### src/rtl/parking_lot_ctrl.sv
// Parking-lot occupancy controller: conditions two beam sensors, decodes the
// entry/exit passage order and keeps a saturating occupancy count.
module parking_lot_ctrl #(
    parameter int unsigned CNT_W      = 3,
    parameter int unsigned CAPACITY   = 7,
    parameter int unsigned DEB_CYCLES = 16,
    parameter bit          SENSOR_AL  = 1'b1
) (
    input  logic             clk,
    input  logic             reset,
    input  logic             sensor_a,
    input  logic             sensor_b,
    input  logic             clear,
    output logic [CNT_W-1:0] count,
    output logic             full,
    output logic             empty,
    output logic             car_in,
    output logic             car_out,
    output logic             reject,
    output logic             seq_err
);

    localparam int unsigned      DEB_W    = $clog2(DEB_CYCLES + 1);
    localparam logic [DEB_W-1:0] DEB_LAST = DEB_W'(DEB_CYCLES - 1);
    localparam logic [CNT_W-1:0] CAP_V    = CNT_W'(CAPACITY);

    // Direction decoder states: E* walk through an entry, X* through an exit.
    typedef enum logic [2:0] {
        IDLE = 3'd0,
        E1   = 3'd1,
        E2   = 3'd2,
        E3   = 3'd3,
        X1   = 3'd4,
        X2   = 3'd5,
        X3   = 3'd6,
        ERR  = 3'd7
    } state_e;

    // Bit 1 = sensor A (outer), bit 0 = sensor B (inner); 1 = beam blocked.
    logic [1:0]            raw_c;
    logic [1:0]            meta_q;
    logic [1:0]            sync_q;
    logic [1:0]            clean_q;
    logic [1:0]            clean_d;
    logic [1:0][DEB_W-1:0] deb_cnt_q;
    logic [1:0][DEB_W-1:0] deb_cnt_d;

    state_e                state_q;
    state_e                state_d;
    logic                  entry_ev_c;
    logic                  exit_ev_c;

    logic [CNT_W-1:0]      count_q;
    logic [CNT_W-1:0]      count_d;
    logic                  car_in_q;
    logic                  car_in_d;
    logic                  car_out_q;
    logic                  car_out_d;
    logic                  reject_q;
    logic                  reject_d;
    logic                  seq_err_q;
    logic                  seq_err_d;

    // Normalise pin polarity so that 1 always means "beam blocked".
    assign raw_c = {sensor_a, sensor_b} ^ {2{SENSOR_AL}};

    // Two-flop synchroniser for the asynchronous sensor pins.
    always_ff @(posedge clk or posedge reset) begin
        if (reset) begin
            meta_q <= 2'b00;
            sync_q <= 2'b00;
        end else begin
            meta_q <= raw_c;
            sync_q <= meta_q;
        end
    end

    // Debouncer: clean level flips only after DEB_CYCLES consecutive disagreeing cycles.
    always_comb begin
        clean_d   = clean_q;
        deb_cnt_d = deb_cnt_q;
        for (int i = 0; i < 2; i++) begin
            if (sync_q[i] == clean_q[i]) begin
                deb_cnt_d[i] = '0;
            end else if (deb_cnt_q[i] == DEB_LAST) begin
                clean_d[i]   = ~clean_q[i];
                deb_cnt_d[i] = '0;
            end else begin
                deb_cnt_d[i] = deb_cnt_q[i] + DEB_W'(1);
            end
        end
    end

    // Debouncer state registers.
    always_ff @(posedge clk or posedge reset) begin
        if (reset) begin
            clean_q   <= 2'b00;
            deb_cnt_q <= '0;
        end else begin
            clean_q   <= clean_d;
            deb_cnt_q <= deb_cnt_d;
        end
    end

    // Direction FSM next-state; events fire as E3/X3 fall back to IDLE.
    always_comb begin
        state_d    = state_q;
        entry_ev_c = 1'b0;
        exit_ev_c  = 1'b0;
        case (state_q)
            IDLE: begin
                case (clean_q)
                    2'b10:   state_d = E1;
                    2'b01:   state_d = X1;
                    2'b11:   state_d = ERR;
                    default: state_d = IDLE;
                endcase
            end
            E1: begin
                case (clean_q)
                    2'b11:   state_d = E2;
                    2'b00:   state_d = IDLE;
                    2'b01:   state_d = ERR;
                    default: state_d = E1;
                endcase
            end
            E2: begin
                case (clean_q)
                    2'b01:   state_d = E3;
                    2'b10:   state_d = E1;
                    2'b00:   state_d = ERR;
                    default: state_d = E2;
                endcase
            end
            E3: begin
                case (clean_q)
                    2'b00: begin
                        state_d    = IDLE;
                        entry_ev_c = 1'b1;
                    end
                    2'b11:   state_d = E2;
                    2'b10:   state_d = ERR;
                    default: state_d = E3;
                endcase
            end
            X1: begin
                case (clean_q)
                    2'b11:   state_d = X2;
                    2'b00:   state_d = IDLE;
                    2'b10:   state_d = ERR;
                    default: state_d = X1;
                endcase
            end
            X2: begin
                case (clean_q)
                    2'b10:   state_d = X3;
                    2'b01:   state_d = X1;
                    2'b00:   state_d = ERR;
                    default: state_d = X2;
                endcase
            end
            X3: begin
                case (clean_q)
                    2'b00: begin
                        state_d   = IDLE;
                        exit_ev_c = 1'b1;
                    end
                    2'b11:   state_d = X2;
                    2'b01:   state_d = ERR;
                    default: state_d = X3;
                endcase
            end
            ERR: begin
                if (clean_q == 2'b00) begin
                    state_d = IDLE;
                end
            end
            default: state_d = IDLE;
        endcase
    end

    // Direction FSM state register.
    always_ff @(posedge clk or posedge reset) begin
        if (reset) begin
            state_q <= IDLE;
        end else begin
            state_q <= state_d;
        end
    end

    // Occupancy update and pulse generation; clear wins over a same-cycle event.
    always_comb begin
        count_d   = count_q;
        car_in_d  = 1'b0;
        car_out_d = 1'b0;
        reject_d  = 1'b0;
        seq_err_d = (state_d == ERR) && (state_q != ERR);
        if (clear) begin
            count_d = '0;
        end else if (entry_ev_c) begin
            if (count_q < CAP_V) begin
                count_d  = count_q + CNT_W'(1);
                car_in_d = 1'b1;
            end else begin
                reject_d = 1'b1;
            end
        end else if (exit_ev_c) begin
            if (count_q != '0) begin
                count_d   = count_q - CNT_W'(1);
                car_out_d = 1'b1;
            end else begin
                reject_d = 1'b1;
            end
        end
    end

    // Occupancy and pulse registers.
    always_ff @(posedge clk or posedge reset) begin
        if (reset) begin
            count_q   <= '0;
            car_in_q  <= 1'b0;
            car_out_q <= 1'b0;
            reject_q  <= 1'b0;
            seq_err_q <= 1'b0;
        end else begin
            count_q   <= count_d;
            car_in_q  <= car_in_d;
            car_out_q <= car_out_d;
            reject_q  <= reject_d;
            seq_err_q <= seq_err_d;
        end
    end

    assign count   = count_q;
    assign full    = (count_q == CAP_V);
    assign empty   = (count_q == '0);
    assign car_in  = car_in_q;
    assign car_out = car_out_q;
    assign reject  = reject_q;
    assign seq_err = seq_err_q;

endmodule

### config.mk
export PLATFORM = sky130hd
export DESIGN_NAME = parking_lot_ctrl
export DESIGN_NICKNAME = d
export VERILOG_FILES = /design/src/rtl/parking_lot_ctrl.sv
export SDC_FILE = /design/constraint.sdc
export NUM_CORES = 1
export LEC_CHECK = 0
export CORE_UTILIZATION = 50
export CTS_BUF_LIST = sky130_fd_sc_hd__clkbuf_8 sky130_fd_sc_hd__clkbuf_16
export DETAILED_ROUTE_END_ITERATION = 10
export PLACE_DENSITY = 0.79
export SLEW_MARGIN = 20
export SYNTH_ARGS = -nofsm -noshare
export SYNTH_HDL_FRONTEND = slang
export SYNTH_SLANG_ARGS = --single-unit
### constraint.sdc
create_clock -name clk -period 2.71 [get_ports clk]
set_input_delay 0.6775 -clock clk [delete_from_list [all_inputs] [get_ports clk]]
set_output_delay 0.6775 -clock clk [all_outputs]
set_load 0.005 [all_outputs]
==> results of run 1 <==
-- metal layers --
| layer | vias to the layer above | routed length, um | track usage (%) |
|---|---|---|---|
| li1 | 490 | - | - |
| met1 | 497 | 1160 | 25.5 |
| met2 | 30 | 1280 | 33.1 |
| met3 | 7 | 93 | 3.33 |
| met4 | 0 | 49 | 9.40 |
| met5 | - | 0 | 0 |
-- sequential cells by signal (all words and copies together), names as in the netlist --
| name | cells |
|---|---|
| car_out | 1 |
| clean_q | 2 |
| reject | 1 |
| state_q | 3 |
| count | 3 |
| sync_q | 2 |
| seq_err | 1 |
| car_in | 1 |
| meta_q | 2 |
| deb_cnt_q | 10 |
-- worst min-delay path by stage --
stage,depth (start not counted),endpoint,from
after floorplan,0,sync_q[0]$_DFF_PP0_,meta_q[0]$_DFF_PP0_
final,0,sync_q[1]$_DFF_PP0_,meta_q[1]$_DFF_PP0_
after CTS,0,sync_q[1]$_DFF_PP0_,meta_q[1]$_DFF_PP0_
after global placement,0,sync_q[1]$_DFF_PP0_,meta_q[1]$_DFF_PP0_
after global routing,0,sync_q[1]$_DFF_PP0_,meta_q[1]$_DFF_PP0_
after detailed placement,0,sync_q[1]$_DFF_PP0_,meta_q[1]$_DFF_PP0_
-- critical path: stages, from the launching register on --
cell	delay (ns)
dfrtp_1	0.43
nor3_1	0.37
clkdlybuf4s50_1	0.58
-- cell type report --
type	instances	area [sq um]
inverter	11	41.3
sequential	26	651
clock buffer	3	41.3
timing repair buffer	14	138
clock inverter	1	30.0
multi-input combinational	93	676
tap	30	37.5
fill	218	931
-- metrics by stage --
step	util [%]	std cells	power, uW	hold slack, ns
2_1_floorplan	-	134	890	0.331
3_3_place_gp	60.6	174	1040	0.335
3_5_place_dp	60.6	174	1060	0.337
4_1_cts	63.4	178	1390	0.358
5_1_grt	63.4	178	1470	0.369
6_report	63.4	178	1380	0.361
-- power breakdown --
group / internal, uW / switching [uW]
registers: 450 / 124
logic: 269 / 221
clock network: 198 / 118
-- cells by family (layout without fill, tap and decap cells) --
family	Yosys count	count (layout)	share of synthesized area (%)
AO/OA/AOI/OAI	24	24	11.7
XOR/XNOR	8	8	5.05
adder cells (fa/ha/maj)	11	11	10.5
buffers and inverters	15	29	4.50
flip-flops	26	26	46.8
multiplexers	1	1	0.721
AND/OR/NAND/NOR	49	49	20.7
-- synth_stat cells, types with 2 or more instances --
| library cell | n |
|---|---|
| xor2_1 | 6 |
| o21ai_1 | 3 |
| o21ai_0 | 6 |
| a21oi_1 | 2 |
| xnor2_1 | 2 |
| and3_1 | 3 |
| inv_1 | 10 |
| nor2_1 | 11 |
| and2_1 | 5 |
| nand2_1 | 3 |
| nor4_1 | 3 |
| nand3_1 | 5 |
| nor3_1 | 3 |
| buf_2 | 2 |
| dfrtp_1 | 26 |
| ha_1 | 10 |
| nand2b_1 | 4 |
| nor2b_1 | 2 |
-- placed cells by master, fill, tap and decap left out, types with 3 or more instances in the layout --
cell type	netlist	layout
and2_1	5	5
and3_1	3	3
clkbuf_8	0	3
clkdlybuf4s50_1	0	13
dfrtp_1	26	26
ha_1	10	10
inv_1	10	10
nand2_1	3	3
nand2b_1	4	4
nand3_1	5	5
nor2_1	11	11
nor3_1	3	3
nor4_1	3	3
o21ai_0	6	6
o21ai_1	3	3
xor2_1	6	6
==> results.md, run 1 <==
- Outcome: finished, final reports clean
- Post-Place Setup Slack: 0.576 ns
- Area Growth Syn to Fin: 16.2%
- Critical Path AT: 1.64 ns
- CTS buffer count: 3
- Die area: 0.00299 sq mm
- Post-synthesis average cell area: about 10 sq um
- Placed inst area: 0.00154 sq mm
- CTS root buffer: clkbuf_8
- Slew Limit Fails: 0
- #FFs+latches synth: 26
- Tmin final: 2.31 ns
- Antenna diodes: 0
- Setup TNS: 0 ns
- Hold Path Class: reg -> reg
- Number of distinct library cells after synthesis: 46
- Final wirelength: around 2600 um
- Std cell rows: 18
- # setup viols final: 0
- Clock transition at the registers of the reported paths: around 0.080 ns
- Worst IR drop on VDD: approximately 0.0005 V
- Initial antenna violation count: 0
- Fmax achieved: 432 MHz
- Vias in the first global route: 929
- Chip Height: 54.7 um
- Final hold violation count: 0
- PwrDens: 855 mW/mm^2
- Mapped Cells: 134
- Fin crit share: 85.4%
- Fraction of layout cells with a size suffix above 1: 6.76%
- Worst skew pair latency: 0.27 ns
- CP endpoint: empty
- Largest net degree at the start of global routing: 27
- CP Max Fanout: 5
- Vias: roughly 1000
- Max-slew headroom: 63.4%
- Clock Path Buffers: 2
- Area contributors post-synth: dfrtp_1 (47%), ha_1 (9.0%), xor2_1 (3.8%), nor2_1 (3.0%), inv_1 (2.7%)
- GRT overflow: 0
- # IOs: 14
- Critical path required time: 2.03 ns
- Crit. End Element: output pin
- H-tree levels: 1
- Initial core utilization: 54.6%
- Critical Path Start: count[0]$_DFFE_PP0P_
- Hpwl dp: 1850 um
- Number of synthesis warnings: 0
- Async S/R FF share, synth: 100%
- Post-synth EDFFs: 0
- Post-CTS setup buffers: 0
- CP startpoint kind: flop
- Post-route ant nets: 0
- Syn Nets: 150
- Setup Skew: ~0.0029 ns
- Post-Syn Area: 0.00139 sq mm
- Reg2reg path depth: 8
- WL/cell: 14.5 um
- Design area: 0.00161 sq mm
- Core ar.: 0.00254 sq mm
- I/O Buffers: 13
- # DRC: 0
- Chip Width: about 55 um
- First-pass GRT wire length: 4220 um
- Leak: 0.000753 uW
- Clock Sink Count: 26
- CTS tree: done
- Register area share after synthesis: 46.8%
- Post-layout worst setup margin: roughly 0.40 ns
- Pre-antenna DRT Iters: 4
- Worst r2r dst: count[2]$_DFFE_PP0P_
- Worst-Margin Slew: 0.550 ns
- Max Cap Viol: 0
- Area leader, netlist: dfrtp_1
- Dominant synthesized flop cell: dfrtp_1
- DR vias/cell: 5.75
- R2R setup slack: 0.54 ns
- Initial DRC count: 14
- Type of the worst setup path: reg -> out
- Nets@finish: 165
- Placer Congestion: ~0.88
- Setup repair after global routing missed its margin: false
- Reg2reg start: clean_q[0]$_DFFE_PP0P_
- CTS resizes: 0
- Share of the synthesized area in the top cell type: around 47%
- CTS Hold Bufs: 0
- All-layer global routing usage: between 20% and 30%
Note: power is estimated with default switching activity, not from simulation.
==> run 2, diff against run 1 <==
--- a/config.mk
+++ b/config.mk
@@ -5,6 +5,7 @@
 export SDC_FILE = /design/constraint.sdc
 export NUM_CORES = 1
 export LEC_CHECK = 0
+export ABC_CLOCK_PERIOD_IN_PS = 2900
 export CORE_UTILIZATION = 50
 export CTS_BUF_LIST = sky130_fd_sc_hd__clkbuf_8 sky130_fd_sc_hd__clkbuf_16
 export DETAILED_ROUTE_END_ITERATION = 10
==> constraint.sdc (replaced) <==
create_clock -name clk -period 2.9 [get_ports clk]
set_input_delay 0.725 -clock clk [delete_from_list [all_inputs] [get_ports clk]]
set_output_delay 0.725 -clock clk [all_outputs]
set_load 0.005 [all_outputs]
==> run 2 against run 1 <==
Global-route usage fell by 1.3 points; worst setup slack improved by 0.17 ns; critical path depth did not move; critical path type unchanged; critical endpoint unchanged; highest routed layer unchanged.
==> results.md, run 2 (synthesis gave the netlist of run 1 again) <==
- Outcome: finished, final reports clean
- CP delay by family, top: buffers and inverters
- CTS Hold Bufs: 0 (unchanged)
- Fin crit share: about four fifths
- Fmax achieved: approximately 430 MHz
- Total power: 1270 uW (-7.7%)
- Vias in the first global route: 868 (-6.6%)
- Critical Path Start: count[0]$_DFFE_PP0P_
- Final hold violation count: 0 (unchanged)
- Core ar.: 0.00254 sq mm (unchanged)
- Setup Skew: 0.00725 ns (+0.00439 ns)
- CP max-delay cell: clkdlybuf4s50_1
- Hold Path Class: reg -> reg
- # IOs: 14 (unchanged)
- Final Util: 63.4% (unchanged)
- I/O Buffers: 13 (unchanged)
- Post-route ant nets: 0 (unchanged)
- Critical Path AT: 1.61 ns (-0.03 ns)
- PwrDens: 789 mW/mm^2 (-7.7%)
- Multi-input logic area: 676 sq um (unchanged)
- Hold WS: 0.356 ns (-0.00517 ns)
- Worst IR drop on VDD: 0.000656 V (+31%)
- Filler instances: 216 (-0.92%)
- Initial core utilization: 54.6% (unchanged)
- Leak: 0.000753 uW (unchanged)
- Tmin final: 2.34 ns
- Post-layout worst setup margin: 0.561 ns (+0.166 ns)
- # DRC: 0 (unchanged)
- DR vias/cell: 5.63 (-2.1%)
- Antenna diodes: 0 (unchanged)
- CTS root buffer: clkbuf_8
- Pre-antenna DRT Iters: 4 (unchanged)
- CTS buffer count: 3 (unchanged)
- Initial DRC count: 7 (-7)
- Std cell rows: 18 (unchanged)
- CTS resizes: 0 (unchanged)
- Crit path largest cell delay: 0.57 ns (about the same)
- Max Cap Viol: 0 (unchanged)
- Hold wc startpoint: meta_q[1]$_DFF_PP0_
- Crit. End Element: output pin
- Max-slew headroom: 63.6% (+0.24 points)
- Placer Congestion: 0.848 (-3.3%)
- Biggest register: deb_cnt_q
- Post-Place Setup Slack: 0.748 ns (+0.171 ns)
- Area Growth Syn to Fin: 16.2% (unchanged)
- Chip Width: 54.7 um (unchanged)
- Worst skew pair latency: 0.27 ns (about the same)
- Nets@finish: 165 (unchanged)
- Leading cell type in the layout, fill and taps excluded: dfrtp_1
- Vias: 1003 (-2.1%)
- All-layer global routing usage: 18.9% (-1.3 points)
- Setup repair after global routing missed its margin: false
- Slew Limit Fails: 0 (unchanged)
- Reg2reg start: clean_q[0]$_DFFE_PP0P_
- GRT overflow: 0 (unchanged)
- Max reg flops: 10 (unchanged)
- Worst Path Buf+Inv: 1 (unchanged)
- CP startpoint kind: flop
- Type of the worst setup path: reg -> out
- Setup TNS: 0 ns (unchanged)
- Clock Path Buffers: 2 (unchanged)
- Most frequent cells in the layout: dfrtp_1 (26), clkdlybuf4s50_1 (13), nor2_1 (11)
- CP Max Fanout: 5 (unchanged)
- Hpwl dp: 1780 um (-3.8%)
- First-pass GRT wire length: 3950 um (-6.4%)
- Chip Height: 54.7 um (unchanged)
- Clock Sink Count: 26 (unchanged)
- Worst-Margin Slew: 0.546 ns (-0.00354 ns)
- Largest net degree at the start of global routing: 27 (unchanged)
- CTS tree: done
- Die area: 0.00299 sq mm (unchanged)
- H-tree levels: 1 (unchanged)
- Clock transition at the registers of the reported paths: 0.09 ns (about the same)
- WL/cell: 13.5 um (-7.0%)
- # setup viols final: 0 (unchanged)
- Register area: 651 sq um (unchanged)
- Initial antenna violation count: 0 (unchanged)
- Critical path required time: 2.17 ns (+0.14 ns)
- Fraction of layout cells with a size suffix above 1: 6.76% (unchanged)
- Final wirelength: 2400 um (-7.0%)
- Post-CTS setup buffers: 0 (unchanged)
- Sequence of cells on the critical path: nor3_1 -> clkdlybuf4s50_1
==> run 2: stage by stage <==
stage	instance area [sq um]	std cells
2_1_floorplan	1390	134
3_3_place_gp	1540	174
3_5_place_dp	1540	174
4_1_cts	1610	178
5_1_grt	1610	178
6_report	1610	178
==> run 2: final timing paths <==
kind / endpoint / slack, ns / cells past startpoint
worst max-delay path: empty / 0.56 / 2
worst min-delay path: sync_q[1]$_DFF_PP0_ / 0.36 / 0
worst max register to register: count[2]$_DFFE_PP0P_ / 0.72 / 8
worst min register to register: sync_q[1]$_DFF_PP0_ / 0.36 / 0
max in group asynchronous: clean_q[0]$_DFFE_PP0P_ / 1.86 / 3
min in group asynchronous: deb_cnt_q[2]$_DFF_PP0_ / 0.79 / 3
==> run 2: cell type report <==
class,instances,area share [%]
clock buffers,3,2.56
flip-flops and latches,26,40.3
well taps,30,2.33
repair buffers,14,8.53
inverters,11,2.56
multi-input cells,93,41.9
clock inverters,1,1.86
==> run 2: worst register-to-register path: stages, from the launching register on <==
cell and delay, ns:
dfrtp_1 0.47, inv_1 0.16, ha_1 0.30, nand4b_2 0.14, inv_1 0.09, fa_1 0.38
xnor2_1 0.14, or3_1 0.30, a21oi_1 0.14
==> run 2: metal layers <==
metal  up-vias  track usage (%)  part of all wire (%)
li1        496                -                     -
met2        21             31.1                    49
met3         4             5.28                   3.4
met5         -                0                     0
met4         0             6.41                  0.96
met1       482             23.4                    47
==> run 2: where the power goes <==
group | internal [uW] | leakage [uW] | switching [uW]
sequential | 421 | 0.000342 | 116
clock | 185 | 0.0000357 | 106
combinational | 251 | 0.000375 | 195
total | 856 | 0.000753 | 417
